--- src/rtl/spi_xfer_seq_if.sv ---
// Bus-side connection between spi_xfer_seq and the SPI peripheral register port.
//
// Signals:
//   spi_din   [10:0]  data or configuration word presented to the peripheral
//   spi_cmd           configuration write strobe (one cycle)
//   spi_wr            data write strobe (one cycle)
//   spi_rd            data read strobe (one cycle)
//   spi_dout  [8:0]   read data from the peripheral; [7:0] byte, [8] overrun flag
//   spi_ack           one-cycle acknowledge of cmd/wr/rd
//   spi_irq           transfer-complete level, cleared by the peripheral on a read
//
// Modports:
//   master  the sequencer side (drives strobes and din)
//   slave   the peripheral side (drives dout, ack and irq)
interface spi_xfer_seq_if;

  logic [10:0] spi_din;
  logic        spi_cmd;
  logic        spi_wr;
  logic        spi_rd;
  logic [8:0]  spi_dout;
  logic        spi_ack;
  logic        spi_irq;

  modport master (
    output spi_din,
    output spi_cmd,
    output spi_wr,
    output spi_rd,
    input  spi_dout,
    input  spi_ack,
    input  spi_irq
  );

  modport slave (
    input  spi_din,
    input  spi_cmd,
    input  spi_wr,
    input  spi_rd,
    output spi_dout,
    output spi_ack,
    output spi_irq
  );

endinterface

--- src/rtl/spi_xfer_seq.sv ---
// SPI transfer sequencer.
//
// Runs one job per start request on behalf of a single client: writes a configuration word to the
// SPI peripheral, then for each of len bytes takes a byte from the client, writes it, waits for
// the transfer-complete irq, reads the received byte back and presents it on rx_data/rx_valid.
// Every wait on the peripheral (ack or irq) is bounded by TIMEOUT cycles; expiry, an overrun flag
// on a read, or a zero length ends the job with done and err pulsing together.
//
// Ports:
//   clk, rst              clock (rising edge) and asynchronous active-low reset
//   start, len, cfg       job request; len and cfg sampled with start while idle
//   tx_data/tx_valid/tx_ready  client byte stream into the sequencer
//   rx_data/rx_valid      received byte with a one-cycle valid strobe
//   busy                  high while a job is in progress
//   done, err             one-cycle completion strobe; err marks an aborted or illegal job
//   spi                   peripheral register port (master side)
module spi_xfer_seq #(
  parameter int unsigned TIMEOUT = 1023,
  parameter int unsigned CNT_W   = 4
) (
  input  logic             clk,
  input  logic             rst,
  input  logic             start,
  input  logic [CNT_W-1:0] len,
  input  logic [10:0]      cfg,
  input  logic [7:0]       tx_data,
  input  logic             tx_valid,
  output logic             tx_ready,
  output logic [7:0]       rx_data,
  output logic             rx_valid,
  output logic             busy,
  output logic             done,
  output logic             err,
  spi_xfer_seq_if.master   spi
);

  localparam int unsigned TmoW = $clog2(TIMEOUT + 1);
  // Last count value that is still a legal wait cycle; the wait lasts exactly TIMEOUT cycles.
  localparam logic [TmoW-1:0] TmoLast = TmoW'(TIMEOUT - 1);

  typedef enum logic [3:0] {
    StIdle,
    StCfg,
    StCfgAck,
    StTxw,
    StWr,
    StWrAck,
    StXfer,
    StRd,
    StRdAck,
    StDone,
    StAbort
  } state_e;

  state_e           state_q, state_d;
  logic [CNT_W-1:0] cnt_q, cnt_d;
  logic [TmoW-1:0]  tmo_q, tmo_d;
  logic [10:0]      din_q, din_d;
  logic [7:0]       rx_data_q, rx_data_d;
  logic             rx_valid_q, rx_valid_d;
  logic             bad_len_q, bad_len_d;

  logic tmo_wait;
  logic tmo_expired;

  // States that wait on the peripheral and are guarded by the timeout counter.
  assign tmo_wait    = (state_q == StCfgAck) || (state_q == StWrAck) ||
                       (state_q == StXfer)   || (state_q == StRdAck);
  assign tmo_expired = tmo_wait && (tmo_q == TmoLast);

  // ---------------------------------------------------------------------------------------------
  // State register
  // ---------------------------------------------------------------------------------------------
  always_ff @(posedge clk or negedge rst) begin
    if (!rst) begin
      state_q <= StIdle;
    end else begin
      state_q <= state_d;
    end
  end

  // ---------------------------------------------------------------------------------------------
  // Next-state logic
  // ---------------------------------------------------------------------------------------------
  always_comb begin
    state_d = state_q;
    unique case (state_q)
      StIdle: begin
        // A zero-length request is answered by bad_len_q without leaving idle.
        if (start && (len != '0)) begin
          state_d = StCfg;
        end
      end
      StCfg: begin
        state_d = StCfgAck;
      end
      StCfgAck: begin
        if (spi.spi_ack) begin
          state_d = StTxw;
        end else if (tmo_expired) begin
          state_d = StAbort;
        end
      end
      StTxw: begin
        // The client may stall here indefinitely; no timeout.
        if (tx_valid) begin
          state_d = StWr;
        end
      end
      StWr: begin
        state_d = StWrAck;
      end
      StWrAck: begin
        if (spi.spi_ack) begin
          state_d = StXfer;
        end else if (tmo_expired) begin
          state_d = StAbort;
        end
      end
      StXfer: begin
        if (spi.spi_irq) begin
          state_d = StRd;
        end else if (tmo_expired) begin
          state_d = StAbort;
        end
      end
      StRd: begin
        state_d = StRdAck;
      end
      StRdAck: begin
        if (spi.spi_ack) begin
          // An overrun still delivers the byte but ends the job.
          if (spi.spi_dout[8]) begin
            state_d = StAbort;
          end else if (cnt_q == CNT_W'(1)) begin
            state_d = StDone;
          end else begin
            state_d = StTxw;
          end
        end else if (tmo_expired) begin
          state_d = StAbort;
        end
      end
      StDone: begin
        state_d = StIdle;
      end
      StAbort: begin
        state_d = StIdle;
      end
      default: begin
        state_d = StIdle;
      end
    endcase
  end

  // ---------------------------------------------------------------------------------------------
  // Datapath: byte counter, timeout counter, write data, receive data
  // ---------------------------------------------------------------------------------------------
  always_comb begin
    cnt_d      = cnt_q;
    tmo_d      = tmo_q;
    din_d      = din_q;
    rx_data_d  = rx_data_q;
    rx_valid_d = 1'b0;
    bad_len_d  = 1'b0;

    // Any state change restarts the wait count, so each wait state starts from zero.
    if (state_d != state_q) begin
      tmo_d = '0;
    end else if (tmo_wait) begin
      tmo_d = tmo_q + TmoW'(1);
    end

    unique case (state_q)
      StIdle: begin
        if (start) begin
          if (len != '0) begin
            cnt_d = len;
            // The configuration word is held in din from here through its ack.
            din_d = cfg;
          end else begin
            bad_len_d = 1'b1;
          end
        end
      end
      StTxw: begin
        if (tx_valid) begin
          din_d = {3'b000, tx_data};
        end
      end
      StRdAck: begin
        if (spi.spi_ack) begin
          rx_data_d  = spi.spi_dout[7:0];
          rx_valid_d = 1'b1;
          cnt_d      = cnt_q - CNT_W'(1);
        end
      end
      StAbort: begin
        cnt_d = '0;
      end
      default: begin
      end
    endcase
  end

  always_ff @(posedge clk or negedge rst) begin
    if (!rst) begin
      cnt_q      <= '0;
      tmo_q      <= '0;
      din_q      <= '0;
      rx_data_q  <= '0;
      rx_valid_q <= 1'b0;
      bad_len_q  <= 1'b0;
    end else begin
      cnt_q      <= cnt_d;
      tmo_q      <= tmo_d;
      din_q      <= din_d;
      rx_data_q  <= rx_data_d;
      rx_valid_q <= rx_valid_d;
      bad_len_q  <= bad_len_d;
    end
  end

  // ---------------------------------------------------------------------------------------------
  // Outputs
  // ---------------------------------------------------------------------------------------------
  always_comb begin
    tx_ready    = 1'b0;
    spi.spi_cmd = 1'b0;
    spi.spi_wr  = 1'b0;
    spi.spi_rd  = 1'b0;
    done        = bad_len_q;
    err         = bad_len_q;

    unique case (state_q)
      StCfg:   spi.spi_cmd = 1'b1;
      StTxw:   tx_ready    = 1'b1;
      StWr:    spi.spi_wr  = 1'b1;
      StRd:    spi.spi_rd  = 1'b1;
      StDone:  done        = 1'b1;
      StAbort: begin
        done = 1'b1;
        err  = 1'b1;
      end
      default: begin
      end
    endcase

    busy        = (state_q != StIdle);
    spi.spi_din = din_q;
    rx_data     = rx_data_q;
    rx_valid    = rx_valid_q;
  end

endmodule

--- src/flat_wrapper.sv ---
// flat-port wrapper written by rule: the top's interface ports become plain ports
module spi_xfer_seq_flat 
#(
  parameter int unsigned TIMEOUT = 1023,
  parameter int unsigned CNT_W   = 4
)
  (clk, rst, start, len, cfg, tx_data, tx_valid, tx_ready, rx_data, rx_valid, busy, done, err, spi_spi_din, spi_spi_cmd, spi_spi_wr, spi_spi_rd, spi_spi_dout, spi_spi_ack, spi_spi_irq);
  spi_xfer_seq_if spi_i ();
  input  logic clk;
  input  logic rst;
  input  logic start;
  input  logic [CNT_W-1:0] len;
  input  logic [10:0] cfg;
  input  logic [7:0] tx_data;
  input  logic tx_valid;
  output logic tx_ready;
  output logic [7:0] rx_data;
  output logic rx_valid;
  output logic busy;
  output logic done;
  output logic err;
  output wire logic [$bits(spi_i.spi_din)-1:0] spi_spi_din;
  output wire logic [$bits(spi_i.spi_cmd)-1:0] spi_spi_cmd;
  output wire logic [$bits(spi_i.spi_wr)-1:0] spi_spi_wr;
  output wire logic [$bits(spi_i.spi_rd)-1:0] spi_spi_rd;
  input wire logic [$bits(spi_i.spi_dout)-1:0] spi_spi_dout;
  input wire logic [$bits(spi_i.spi_ack)-1:0] spi_spi_ack;
  input wire logic [$bits(spi_i.spi_irq)-1:0] spi_spi_irq;
  assign spi_spi_din = spi_i.spi_din;
  assign spi_spi_cmd = spi_i.spi_cmd;
  assign spi_spi_wr = spi_i.spi_wr;
  assign spi_spi_rd = spi_i.spi_rd;
  assign spi_i.spi_dout = spi_spi_dout;
  assign spi_i.spi_ack = spi_spi_ack;
  assign spi_i.spi_irq = spi_spi_irq;
  spi_xfer_seq #(.TIMEOUT(TIMEOUT), .CNT_W(CNT_W)) u_core (.clk(clk), .rst(rst), .start(start), .len(len), .cfg(cfg), .tx_data(tx_data), .tx_valid(tx_valid), .tx_ready(tx_ready), .rx_data(rx_data), .rx_valid(rx_valid), .busy(busy), .done(done), .err(err), .spi(spi_i));
endmodule
--- config.mk ---
export PLATFORM = sky130hd
export DESIGN_NAME = spi_xfer_seq_flat
export DESIGN_NICKNAME = d
export VERILOG_FILES = /design/src/rtl/spi_xfer_seq_if.sv /design/src/rtl/spi_xfer_seq.sv /design/src/flat_wrapper.sv
export SDC_FILE = /design/constraint.sdc
export NUM_CORES = 1
export LEC_CHECK = 0
export ABC_AREA = 1
export ABC_CLOCK_PERIOD_IN_PS = 1800
export BUFFER_PORTS_ARGS = -buffer_cell sky130_fd_sc_hd__clkbuf_2
export CAP_MARGIN = 30
export CORE_MARGIN = 2
export CORE_UTILIZATION = 47
export DETAILED_ROUTE_END_ITERATION = 12
export PLACE_DENSITY = 0.77
export SYNTH_ARGS = -nofsm -noshare
export SYNTH_HDL_FRONTEND = slang
export SYNTH_SLANG_ARGS = --single-unit
--- constraint.sdc ---
create_clock -name clk -period 1.8 [get_ports clk]
set_input_delay 0.36 -clock clk [delete_from_list [all_inputs] [get_ports clk]]
set_output_delay 0.36 -clock clk [all_outputs]
set_load 0.02 [all_outputs]
==> results of run 1 <==
-- kinds of logic (layout without fill, tap and decap cells) --
kind of cell               count (synthesis)  after routing  synth area share, %
DFF                                       39             39                44.09
and+or+nand+nor                          160            161                34.09
buffers and inverters                     42            145                7.631
adders and majority gates                  4              4                2.261
AOI/OAI and AO/OA                         30             30                7.971
xor gates and xnor gates                  10             10                3.957
-- final cells by class --
class | count | share of cell area (%)
inverters | 39 | 4.692
multi-input cells | 205 | 39.94
repair buffers | 98 | 18.97
clock buffers | 5 | 2.169
clock inverters | 3 | 1.380
well taps | 52 | 2.050
flip-flops and latches | 39 | 30.80
-- registers in the layout (all words and copies together) (netlist names) --
register / flops
u_core.cnt_q: 4
u_core.tmo_q: 10
u_core.rx_data: 8
u_core.state_q: 4
u_core.bad_len_q: 1
u_core.spi.spi_din: 11
u_core.rx_valid: 1
-- layout by cell type (no fill, tap or decap), drive strengths merged --
master and n:
clkbuf 66, nand3 16, nor3 1, xnor2 1, nand4 5, nand2 95
dfrtp 39, ha 4, nor2 41, clkinv 2, o22ai 2, o21ai 11
bufinv 1, a21oi 4, a22oi 1, nand3b 3, o31ai 1, a31oi 10
o211ai 1, xor2 9, inv 39, buf 37
-- what timing repair did --
item	in CTS	in global routing
pin swaps	0	22
setup buffers	1	13
resized for setup	11	58
cloned	0	1
endpoints found under the setup margin	16	25
-- how the worst max path moves through the flow --
stage          slack, ps                   startpoint                                end
2_1_floorplan         90  u_core.state_q[3]$_DFF_PN0_  u_core.spi.spi_din[0]$_DFFE_PN0P_
3_3_place_gp          -1  u_core.state_q[3]$_DFF_PN0_        u_core.tmo_q[1]$_DFFE_PN0P_
3_5_place_dp         -50  u_core.state_q[2]$_DFF_PN0_        u_core.cnt_q[3]$_DFFE_PN0P_
4_1_cts                1  u_core.state_q[2]$_DFF_PN0_                               done
5_1_grt             -240  u_core.state_q[0]$_DFF_PN0_        u_core.tmo_q[5]$_DFFE_PN0P_
6_report            -160  u_core.state_q[0]$_DFF_PN0_        u_core.tmo_q[5]$_DFFE_PN0P_
-- power by group through the flow --
| stage | Sequential (W) | Combinational [W] | Clock (W) |
|---|---|---|---|
| after global routing | 0.00143 | 0.00359 | 0.000801 |
| final | 0.00139 | 0.00329 | 0.000740 |
| after floorplan | 0.00162 | 0.00148 | 0 |
| after global placement | 0.00137 | 0.00249 | 0 |
| after detailed placement | 0.00137 | 0.00255 | 0 |
| after CTS | 0.00136 | 0.00262 | 0.000754 |
-- worst reg2reg max path: stages (launching register included) --
cell and delay (ps):
sky130_fd_sc_hd__dfrtp_2 460, sky130_fd_sc_hd__inv_4 100, sky130_fd_sc_hd__nand2_4 70, sky130_fd_sc_hd__nor2_4 230
sky130_fd_sc_hd__inv_1 130, sky130_fd_sc_hd__nor2_2 180, sky130_fd_sc_hd__a21oi_2 100, sky130_fd_sc_hd__nand3_1 110
sky130_fd_sc_hd__nand2_2 80, sky130_fd_sc_hd__nor2_4 200, sky130_fd_sc_hd__nand2_4 120, sky130_fd_sc_hd__nor2_2 120
-- per-layer routing --
| metal | GRT usage, % | up-vias | share of wire [%] |
|---|---|---|---|
| met2 | 35.96 | 77 | 49 |
| li1 | - | 1107 | - |
| met1 | 27.35 | 1087 | 43 |
| met4 | 6.173 | 0 | 1.7 |
| met3 | 5.249 | 11 | 5.8 |
| met5 | 0 | - | 0 |
-- through the flow --
step	cells	setup WS (ps)	utilization [%]
after detailed placement	418	-48.64	61.35
after CTS	427	1.160	64.70
after floorplan	285	89.30	-
after global routing	441	-242.2	71.40
after global placement	418	-0.9777	61.35
final	441	-160.7	71.40
==> results.rst, run 1 <==
.. list-table::
   :header-rows: 1

   * - Metric
     - Value
   * - Number of cells produced by synthesis
     - 285
   * - Fraction of synthesis flops using an asynchronous set or reset pin
     - 100.0%
   * - Outcome
     - finished, violations left
   * - Critical path type
     - reg2reg
   * - Leak pwr
     - 1.700 nW
   * - #FFs+latches synth
     - 39
   * - Top achievable clock speed
     - 0.5100 GHz
   * - Count of hold buffers inserted by post-cts repair
     - 0
   * - Total power
     - 0.005421 W
   * - Proportion of power drawn by combinational gates
     - 60.7%
   * - Total non-filler cell area in the finished layout
     - 0.003173 mm²
   * - Placed inst area
     - about 0.0027 mm²
   * - Slew HR
     - 67.50%
   * - ANT cells
     - 0
   * - Power density over the cells
     - 1709 mW/mm²
   * - Chip Width
     - just over 70 µm
   * - Average routed wire per standard cell
     - 13.31 µm
   * - Sequential Power Share
     - 25.7%
   * - Clk pwr share
     - 13.7%
   * - Worst reg2reg endpoint
     - u_core.tmo_q[5]$_DFFE_PN0P_
   * - Full die area
     - 0.005274 mm²
   * - Count of vias placed by the detailed router
     - 2282
   * - Number of primary I/O pins
     - 65
   * - H-tree depth
     - 2
   * - Mean instance size in the synthesized netlist
     - between 7 and 8 µm²
   * - Number of I/O port buffers
     - 64
   * - Clk Tree Root Cell
     - sky130_fd_sc_hd__clkbuf_8
   * - Clock-pin transition on the worst setup and hold timing paths
     - 80 ps
   * - Area of the core
     - 0.004444 mm²
   * - Number of nets at the end of the flow
     - 430
   * - Layout filler cell count
     - 334
   * - Routed Wire Length
     - a little under 6000 µm
   * - Synth Cell Area
     - 0.002213 mm²
   * - Sequence of cells on the critical path
     - inv_4 -> nand2_4 -> nor2_4 -> inv_1 -> nor2_2 -> a21oi_2 -> nand3_1 -> nand2_2 -> nor2_4 -> nand2_4 -> nor2_2
   * - Buffers plus inverters on the worst setup path
     - 2
   * - Cell type with the largest total area after synthesis
     - sky130_fd_sc_hd__dfrtp_1
   * - Violations in the final reports
     - setup timing
   * - Transition time at the pin with the least slew margin
     - about 490 ps
   * - Startpoint type of the worst setup path
     - register
   * - Max-slew violation total from the final report
     - 0
   * - Clk Latency, worst-skew pair
     - 300 ps
   * - Final hold vios
     - 0
   * - Arr. time, crit path
     - 2190 ps
   * - Crit path largest cell delay
     - 460 ps
   * - Min-Delay Path Class
     - in2async
   * - Delay-heaviest family, CP
     - simple AND/OR/NAND/NOR gates
   * - First-pass GRT wire length
     - 8866 µm
   * - Nature of the critical path endpoint
     - register
   * - Synth top area share
     - 44.09%
   * - Aggregate global-route resource usage
     - roughly a fifth
   * - Initial DRT Pass Iterations
     - 4
   * - Largest cells by area after synthesis
     - sky130_fd_sc_hd__dfrtp_1 44%, sky130_fd_sc_hd__nand2_1 14%, sky130_fd_sc_hd__inv_1 5.9%
   * - Register area
     - approximately 980 µm²
   * - Cell internal pwr
     - approximately 0.0029 W
   * - Clock tree skew after final layout
     - 7.951 ps
   * - Depth of the critical timing path with buffers and inverters included
     - 11
   * - Proportion of layout cells with a drive suffix above 1
     - a little under half
   * - Cell count of the worst reg-to-reg path
     - 11
   * - Number of global-route vias before repair
     - 2081
   * - Number of violations of the max-capacitance limit
     - 0
   * - Post-layout worst setup margin
     - -160.7 ps
   * - Buffer levels on the longest clock path
     - 2
   * - Post-layout minimum cycle time
     - 1961 ps
   * - Post-synthesis net count
     - around 330
   * - Ratio of routed vias to standard cells
     - 5.175
   * - Leading register cell type out of synthesis
     - sky130_fd_sc_hd__dfrtp_1
   * - Fin Setup TNS
     - -1406 ps
   * - Cell with the biggest individual delay on the critical path
     - sky130_fd_sc_hd__dfrtp_2
   * - Leading cell type by number of instances after synthesis
     - sky130_fd_sc_hd__nand2_1
   * - Remaining global-route overflow
     - 0
   * - Top fanout value on the critical path
     - 5
   * - Switching portion of total power
     - 47.05%
   * - Cell Rows
     - 24
   * - Antenna-violating nets left
     - 0
   * - Antenna violations before repair
     - 0
   * - Share of the clock period used by the worst path
     - 108.9%
   * - Largest net degree at the start of global routing
     - 40
   * - Launch instance of the worst register-to-register path
     - u_core.state_q[0]$_DFF_PN0_
   * - CTS Sinks
     - 39
   * - Multi-input gate area in the final layout
     - 0.001267 mm²
   * - Detailed Place HPWL
     - 3851 µm
   * - Total net switching power
     - 0.002551 W
   * - Finish-stage setup viols
     - 14
   * - Count of flip-flops with a built-in enable after synthesis
     - 0
   * - Number of warnings reported in the yosys synthesis log
     - 0
   * - DR DRC count
     - 0
   * - CTS tree
     - yes
   * - IR Drop Worst-Case VDD
     - 0.001091 V
   * - Crit path required time
     - 2030 ps
   * - Effective utilization at floorplan
     - 49.80%
   * - Synth-to-Final Area Change
     - 43.36%
   * - Final Hold Slack
     - 110.2 ps
   * - Placer congestion estimate
     - around 0.95
   * - Commonest cells in the synthesized netlist
     - 84 x sky130_fd_sc_hd__nand2_1, 39 x sky130_fd_sc_hd__dfrtp_1, 35 x sky130_fd_sc_hd__inv_1
   * - Unique cell type count in the Yosys netlist
     - 28
   * - Unrepaired setup endpoints after global routing
     - true
   * - Worst reg2reg setup slack
     - -160 ps
   * - Number of DRC markers in iteration 0
     - 139
   * - Die height
     - 72.63 µm
   * - Total CTS buffers
     - 5
   * - Sequential-to-total area share from yosys stat
     - between 40% and 50%
(Power assumes the default switching activity.)
==> run 2, diff against run 1 <==
--- a/config.mk
+++ b/config.mk
@@ -9,6 +9,7 @@
 export ABC_CLOCK_PERIOD_IN_PS = 1800
 export BUFFER_PORTS_ARGS = -buffer_cell sky130_fd_sc_hd__clkbuf_2
 export CAP_MARGIN = 30
+export CORE_ASPECT_RATIO = 0.6
 export CORE_MARGIN = 2
 export CORE_UTILIZATION = 47
 export DETAILED_ROUTE_END_ITERATION = 12
==> results.rst, run 2 (synthesis gave the netlist of run 1 again) <==
.. list-table::
   :header-rows: 1

   * - Metric
     - Value
   * - Detailed Place HPWL
     - 4358 µm (was 3851 µm)
   * - Fraction of the core area covered by cells at the end of the flow
     - 69.05% (was 71.40%)
   * - Full die area
     - 0.005292 mm² (was 0.005274 mm²)
   * - Layout filler cell count
     - 325 (was 334)
   * - Worst setup timing slack at the placement stage
     - -94.55 ps (was -48.64 ps)
   * - Startpoint of the worst setup timing path
     - u_core.state_q[3]$_DFF_PN0_ (was u_core.state_q[0]$_DFF_PN0_)
   * - Synth-to-Final Area Change
     - 41.66% (was 43.36%)
   * - Slew HR
     - 62.71% (was 67.50%)
   * - Aggregate global-route resource usage
     - 24.55% (was 21.37%)
   * - Area of the core
     - 0.004541 mm² (was 0.004444 mm²)
   * - Met2 track demand over resource in global routing
     - 37.54% (was 35.96%)
   * - Chip Width
     - 92.60 µm (was 72.63 µm)
   * - Final hold vios
     - 0 (unchanged)
   * - Placed inst area
     - 0.002728 mm² (was 0.002726 mm²)
   * - Clk Tree Root Cell
     - sky130_fd_sc_hd__clkbuf_8 (unchanged)
   * - Violations in the final reports
     - setup timing (unchanged)
   * - Post-layout minimum cycle time
     - 1957 ps (was 1961 ps)
   * - Power density over the cells
     - 1690 mW/mm² (was 1709 mW/mm²)
   * - Cell Rows
     - 19 (was 24)
   * - Proportion of layout cells with a drive suffix above 1
     - 45.81% (was 46.02%)
   * - Worst reg2reg endpoint
     - u_core.tmo_q[8]$_DFFE_PN0P_ (was u_core.tmo_q[5]$_DFFE_PN0P_)
   * - CTS tree
     - yes (unchanged)
   * - Fin Setup TNS
     - -1507 ps (was -1406 ps)
   * - Max-slew violation total from the final report
     - 0 (unchanged)
   * - Finish-stage setup viols
     - 11 (was 14)
   * - Effective utilization at floorplan
     - 48.75% (was 49.80%)
   * - Top library cells by usage in the layout, fill and taps aside
     - 68 x sky130_fd_sc_hd__nand2_1, 61 x sky130_fd_sc_hd__clkbuf_2, 37 x sky130_fd_sc_hd__dfrtp_1 (was 69 x sky130_fd_sc_hd__nand2_1, 61 x sky130_fd_sc_hd__clkbuf_2, 38 x sky130_fd_sc_hd__dfrtp_1)
   * - Antenna violations before repair
     - 0 (unchanged)
   * - Outcome
     - finished, violations left (unchanged)
   * - Post-layout worst setup margin
     - -156.8 ps (was -160.7 ps)
   * - CTS Sinks
     - 39 (unchanged)
   * - Startpoint type of the worst setup path
     - register (unchanged)
   * - Unrepaired setup endpoints after global routing
     - true (unchanged)
   * - Buffer levels on the longest clock path
     - 2 (unchanged)
   * - Share of the clock period used by the worst path
     - 108.7% (was 108.9%)
   * - Die height
     - 57.16 µm (was 72.63 µm)
   * - Average routed wire per standard cell
     - 15.57 µm (was 13.31 µm)
   * - Leading cell type in the layout, fill and taps excluded
     - sky130_fd_sc_hd__nand2_1 (unchanged)
   * - Clock tree skew after final layout
     - 6.615 ps (was 7.951 ps)
   * - Number of primary I/O pins
     - 65 (unchanged)
   * - IR Drop Worst-Case VDD
     - 0.0009369 V (was 0.001091 V)
   * - Nature of the critical path endpoint
     - register (unchanged)
   * - Ratio of routed vias to standard cells
     - 5.294 (was 5.175)
   * - H-tree depth
     - 2 (unchanged)
   * - Number of I/O port buffers
     - 64 (unchanged)
   * - Crit path required time
     - 2030 ps (about the same)
   * - Critical path type
     - reg2reg (unchanged)
   * - Antenna-violating nets left
     - 0 (unchanged)
   * - Total power
     - 0.005300 W (was 0.005421 W)
   * - Remaining global-route overflow
     - 0 (unchanged)
   * - Number of violations of the max-capacitance limit
     - 0 (unchanged)
   * - Placer congestion estimate
     - 0.9867 (was 0.9483)
   * - Leak pwr
     - 1.664 nW (was 1.700 nW)
   * - Met1 Resource Use GR
     - 34.33% (was 27.35%)
   * - Largest net degree at the start of global routing
     - 22 (was 40)
   * - Cell count of the worst reg-to-reg path
     - 13 (was 11)
   * - Count of vias placed by the detailed router
     - 2356 (was 2282)
   * - Top achievable clock speed
     - 0.5110 GHz (was 0.5100 GHz)
   * - ANT cells
     - 0 (unchanged)
   * - Arr. time, crit path
     - 2190 ps (about the same)
   * - Number of DRC markers in iteration 0
     - 182 (was 139)
   * - Top fanout value on the critical path
     - 5 (unchanged)
   * - Total non-filler cell area in the finished layout
     - 0.003136 mm² (was 0.003173 mm²)
   * - Capturing element of the worst setup path
     - u_core.tmo_q[8]$_DFFE_PN0P_ (was u_core.tmo_q[5]$_DFFE_PN0P_)
   * - Worst reg2reg setup slack
     - -160 ps (about the same)
   * - Min-Delay Path Class
     - in2async (unchanged)
   * - Clock-pin transition on the worst setup and hold timing paths
     - 80 ps (about the same)
   * - DR DRC count
     - 0 (unchanged)
   * - Routing layer with the top usage in global route
     - met2 (unchanged)
   * - First-pass GRT wire length
     - 10010 µm (was 8866 µm)
   * - Launch instance of the worst register-to-register path
     - u_core.state_q[3]$_DFF_PN0_ (was u_core.state_q[0]$_DFF_PN0_)
   * - Initial DRT Pass Iterations
     - 5 (was 4)
   * - Global Route met3 Usage
     - 6.473% (was 5.249%)
   * - Clk Latency, worst-skew pair
     - 300 ps (about the same)
   * - Number of global-route vias before repair
     - 2106 (was 2081)
   * - Number of nets at the end of the flow
     - 423 (was 430)
   * - Max FFs per register
     - 11 (unchanged)
   * - Transition time at the pin with the least slew margin
     - 559.3 ps (was 487.4 ps)
   * - Routed Wire Length
     - 6929 µm (was 5870 µm)
   * - Total CTS buffers
     - 5 (unchanged)
-- run 2: cell types whose count changed in the layout (fill, tap and decap cells not counted), sizes merged --
cell    before  now
buf         37   30
clkbuf      66   68
clkinv       2    1
bufinv       1    0
-- run 2: final cells by class --
class | count | area, µm² | area share, %
clock buffer | 7 | 76.32 | 2.434
clock inverter | 1 | 5.005 | 0.1596
inverter | 39 | 151.4 | 4.828
multi-input combinational | 205 | 1267 | 40.42
sequential | 39 | 978.4 | 31.21
tap | 63 | 78.83 | 2.514
timing repair buffer | 91 | 578.1 | 18.44
-- run 2: repair_timing --
action	in CTS	in global routing
gates resized for setup	25	51
cloned	1	0
buffers inserted	7	5
endpoints found under the setup margin	14	33
hold buffers	0	0
pin swaps	7	23
-- run 2: where the power goes --
group	leakage [nW]	total (W)	switching, W	internal (W)
clock network	0.0422	0.000583	0.000310	0.000272
logic	1.13	0.00330	0.00208	0.00122
registers	0.491	0.00142	0.000238	0.00118
total	1.66	0.00530	0.00262	0.00268
-- run 2: per-stage QoR --
| stage | std cells | hold slack (ps) |
|---|---|---|
| 2_1_floorplan | 285 | 64.41 |
| 3_3_place_gp | 424 | 369.6 |
| 3_5_place_dp | 424 | 370.5 |
| 4_1_cts | 440 | 45.19 |
| 5_1_grt | 445 | 57.56 |
| 6_report | 445 | 34.90 |
-- run 2: worst min-delay path by stage --
stage	start	to	slack, ps	cells past startpoint
6_report	rst	u_core.tmo_q[3]$_DFFE_PN0P_	30	1
5_1_grt	rst	u_core.tmo_q[3]$_DFFE_PN0P_	60	1
4_1_cts	rst	u_core.state_q[0]$_DFF_PN0_	50	1
3_5_place_dp	rst	u_core.state_q[0]$_DFF_PN0_	370	1
3_3_place_gp	rst	u_core.tmo_q[3]$_DFFE_PN0P_	370	1
2_1_floorplan	rst	u_core.bad_len_q$_DFF_PN0_	60	0
-- run 2: critical path, stage by stage (launching register included) --
cell and delay (ps):
sky130_fd_sc_hd__dfrtp_2 450, sky130_fd_sc_hd__inv_4 120, sky130_fd_sc_hd__nand2_8 70, sky130_fd_sc_hd__nor2_4 220, sky130_fd_sc_hd__inv_2 90, sky130_fd_sc_hd__o21ai_1 190
sky130_fd_sc_hd__nand3_1 120, sky130_fd_sc_hd__nand2_1 90, sky130_fd_sc_hd__inv_2 50, sky130_fd_sc_hd__nand2_2 80, sky130_fd_sc_hd__nand2_2 70, sky130_fd_sc_hd__nand2_2 140
sky130_fd_sc_hd__nand2_4 100, sky130_fd_sc_hd__nor2_2 110
-- run 2: layer usage --
layer  wire length, µm  part of all wire [%]
met5                 0                     0
met1              2863                    41
met3               673                   9.7
met2              3188                    46
met4               202                   2.9
==> run 3, diff against run 2 <==
--- a/config.mk
+++ b/config.mk
@@ -9,11 +9,14 @@
 export ABC_CLOCK_PERIOD_IN_PS = 1800
 export BUFFER_PORTS_ARGS = -buffer_cell sky130_fd_sc_hd__clkbuf_2
 export CAP_MARGIN = 30
+export CELL_PAD_IN_SITES_DETAIL_PLACEMENT = 1
+export CELL_PAD_IN_SITES_GLOBAL_PLACEMENT = 2
 export CORE_ASPECT_RATIO = 0.6
 export CORE_MARGIN = 2
-export CORE_UTILIZATION = 47
+export CORE_UTILIZATION = 26
 export DETAILED_ROUTE_END_ITERATION = 12
-export PLACE_DENSITY = 0.77
+export PLACE_DENSITY_LB_ADDON = 0.1
 export SYNTH_ARGS = -nofsm -noshare
 export SYNTH_HDL_FRONTEND = slang
 export SYNTH_SLANG_ARGS = --single-unit
+export TNS_END_PERCENT = 1
==> results.rst, run 3 (synthesis gave the netlist of run 1 again) <==
.. list-table::
   :header-rows: 1

   * - Metric
     - Value
   * - Outcome
     - finished, violations left (unchanged)
   * - Violations in the final reports
     - setup timing (unchanged)
   * - Fin Setup TNS
     - -1007 ps (was -1507 ps)
   * - Synth-to-Final Area Change
     - 51.84% (was 41.66%)
   * - Buffers plus inverters on the worst setup path
     - 1 (was 3)
   * - CTS Sinks
     - 39 (unchanged)
   * - Crit path required time
     - 2030 ps (about the same)
   * - Cell Rows
     - 26 (was 19)
   * - Sequence of cells on the critical path
     - buf_12 -> nand2_4 -> nor2_4 -> nor2_4 -> nand2_4 -> nand2_4 -> nand2_1 -> nand2_2 -> nand2_2 -> nand2_2 -> nand2_2 -> nor2_4 -> nand2_4 -> nor2_2 (was inv_4 -> nand2_8 -> nor2_4 -> inv_2 -> o21ai_1 -> nand3_1 -> nand2_1 -> inv_2 -> nand2_2 -> nand2_2 -> nand2_2 -> nand2_4 -> nor2_2)
   * - Leak pwr
     - 1.750 nW (was 1.664 nW)
   * - Nature of the critical path endpoint
     - register (unchanged)
   * - Clock tree skew after final layout
     - 4.028 ps (was 6.615 ps)
   * - Buffer levels on the longest clock path
     - 2 (unchanged)
   * - Top library cells by usage in the layout, fill and taps aside
     - 72 x sky130_fd_sc_hd__nand2_1, 58 x sky130_fd_sc_hd__clkbuf_2, 44 x sky130_fd_sc_hd__buf_4 (was 68 x sky130_fd_sc_hd__nand2_1, 61 x sky130_fd_sc_hd__clkbuf_2, 37 x sky130_fd_sc_hd__dfrtp_1)
   * - Post-layout minimum cycle time
     - 1907 ps (was 1957 ps)
   * - Fraction of the core area covered by cells at the end of the flow
     - 40.04% (was 69.05%)
   * - Chip Width
     - 123.1 µm (was 92.60 µm)
   * - Number of DRC markers in iteration 0
     - 71 (was 182)
   * - Antenna-violating nets left
     - 0 (unchanged)
   * - First-pass GRT wire length
     - 12440 µm (was 10010 µm)
   * - Top fanout value on the critical path
     - 5 (unchanged)
   * - Clock-pin transition on the worst setup and hold timing paths
     - 60 ps (was 80 ps)
   * - Worst reg2reg setup slack
     - -110 ps (was -160 ps)
   * - Max FFs per register
     - 11 (unchanged)
   * - Unrepaired setup endpoints after global routing
     - true (unchanged)
   * - Max-slew violation total from the final report
     - 0 (unchanged)
   * - Aggregate global-route resource usage
     - 18.11% (was 24.55%)
   * - H-tree depth
     - 2 (unchanged)
   * - Startpoint of the worst setup timing path
     - u_core.state_q[1]$_DFF_PN0_ (was u_core.state_q[3]$_DFF_PN0_)
   * - Remaining global-route overflow
     - 0 (unchanged)
   * - Area of the core
     - 0.008393 mm² (was 0.004541 mm²)
   * - Antenna violations before repair
     - 0 (unchanged)
   * - Number of global-route vias before repair
     - 2378 (was 2106)
   * - Ratio of routed vias to standard cells
     - 4.337 (was 5.294)
   * - Startpoint type of the worst setup path
     - register (unchanged)
   * - Placer congestion estimate
     - 0.7960 (was 0.9867)
   * - Final hold vios
     - 0 (unchanged)
   * - Number of violations of the max-capacitance limit
     - 0 (unchanged)
   * - IR Drop Worst-Case VDD
     - 0.0004650 V (was 0.0009369 V)
   * - Clk Latency, worst-skew pair
     - 290 ps (was 300 ps)
   * - Arr. time, crit path
     - 2130 ps (was 2190 ps)
   * - Cell with the biggest individual delay on the critical path
     - sky130_fd_sc_hd__dfrtp_2 (unchanged)
   * - CTS tree
     - yes (unchanged)
   * - Effective utilization at floorplan
     - 26.37% (was 48.75%)
   * - Clk Tree Root Cell
     - sky130_fd_sc_hd__clkbuf_16 (was sky130_fd_sc_hd__clkbuf_8)
   * - Full die area
     - 0.009291 mm² (was 0.005292 mm²)
   * - Slew HR
     - 63.66% (was 62.71%)
   * - Post-layout worst setup margin
     - -107.1 ps (was -156.8 ps)
   * - Power density over the cells
     - 1723 mW/mm² (was 1690 mW/mm²)
   * - Detailed Place HPWL
     - 5653 µm (was 4358 µm)
   * - Largest net degree at the start of global routing
     - 40 (was 22)
   * - Share of the clock period used by the worst path
     - 105.9% (was 108.7%)
   * - Total power
     - 0.005790 W (was 0.005300 W)
   * - Delay-heaviest family, CP
     - simple AND/OR/NAND/NOR gates (unchanged)
   * - Transition time at the pin with the least slew margin
     - 545.0 ps (was 559.3 ps)
   * - Number of nets at the end of the flow
     - 443 (was 423)
   * - Leading cell type in the layout, fill and taps excluded
     - sky130_fd_sc_hd__nand2_1 (unchanged)
   * - Die height
     - 75.47 µm (was 57.16 µm)
   * - Min-Delay Path Class
     - in2async (unchanged)
   * - Count of vias placed by the detailed router
     - 2229 (was 2356)
   * - Number of I/O port buffers
     - 64 (unchanged)
   * - Number of primary I/O pins
     - 65 (unchanged)
   * - Proportion of layout cells with a drive suffix above 1
     - 46.27% (was 45.81%)
   * - Top achievable clock speed
     - 0.5244 GHz (was 0.5110 GHz)
   * - Critical path type
     - reg2reg (unchanged)
   * - Launch instance of the worst register-to-register path
     - u_core.state_q[1]$_DFF_PN0_ (was u_core.state_q[3]$_DFF_PN0_)
   * - Total CTS buffers
     - 5 (unchanged)
   * - Crit path largest cell delay
     - 450 ps (about the same)
   * - Routed Wire Length
     - 7466 µm (was 6929 µm)
   * - Average routed wire per standard cell
     - 14.53 µm (was 15.57 µm)
   * - Finish-stage setup viols
     - 11 (unchanged)
   * - ANT cells
     - 0 (unchanged)
   * - DR DRC count
     - 0 (unchanged)
   * - Initial DRT Pass Iterations
     - 4 (was 5)
[run 3: cell types whose count changed in the layout (fill, tap and decap cells not counted), sizes merged]
cell      previous run  this run
buf                 30        53
clkbuf              68        64
clkinvlp             0         1
[run 3: layout make-up]
type	count	area [µm²]
Inverter	39	151.4
Tap cell	112	140.1
Clock buffer	6	128.9
Clock inverter	2	12.51
Multi-Input combinational cell	205	1215
Timing Repair Buffer	111	733.2
Sequential cell	39	979.7
Fill cell	1057	5032
[run 3: through the flow]
| step | cell area (µm²) | hold WS (ps) | setup WS [ps] | instances |
|---|---|---|---|---|
| 6_report | 3361 | 142.4 | -107.1 | 514 |
| 5_1_grt | 3361 | 191.4 | -237.3 | 514 |
| 4_1_cts | 3257 | 163.6 | -128.4 | 513 |
| 3_5_place_dp | 2957 | 465.2 | -271.5 | 497 |
| 3_3_place_gp | 2957 | 455.7 | -277.2 | 497 |
| 2_1_floorplan | 2213 | 64.41 | 89.30 | 285 |
[run 3: what timing repair did]
action / in CTS / in global routing
pin swaps: 9 / 5
hold buffers: 0 / 0
endpoints found under the hold margin: 0 / 0
cloned: 1 / 0
buffers inserted: 7 / 1
gates resized for setup: 32 / 35
endpoints found under the setup margin: 19 / 36
[run 3: final timing paths]
kind | to | depth (start not counted)
worst max-delay path | u_core.tmo_q[0]$_DFFE_PN0P_ | 14
worst min register to register | u_core.rx_data[0]$_DFFE_PN0P_ | 2
worst min-delay path | u_core.spi.spi_din[6]$_DFFE_PN0P_ | 2
worst max register to register | u_core.tmo_q[0]$_DFFE_PN0P_ | 14
max in group asynchronous | u_core.state_q[0]$_DFF_PN0_ | 2
min in group clk | u_core.rx_data[5]$_DFFE_PN0P_ | 3
[run 3: routing by layer]
metal	share of wire, %	routed length, µm	GRT usage [%]
met1	53	3975	26.48
met2	40	2963	26.03
met5	0	0	0
met3	5.7	425	5.090
met4	1.4	102	5.303
[run 3: power by group]
group	switching (W)	total, W	internal (W)
clock network	0.000380	0.000892	0.000512
registers	0.000216	0.00140	0.00119
logic	0.00211	0.00349	0.00139
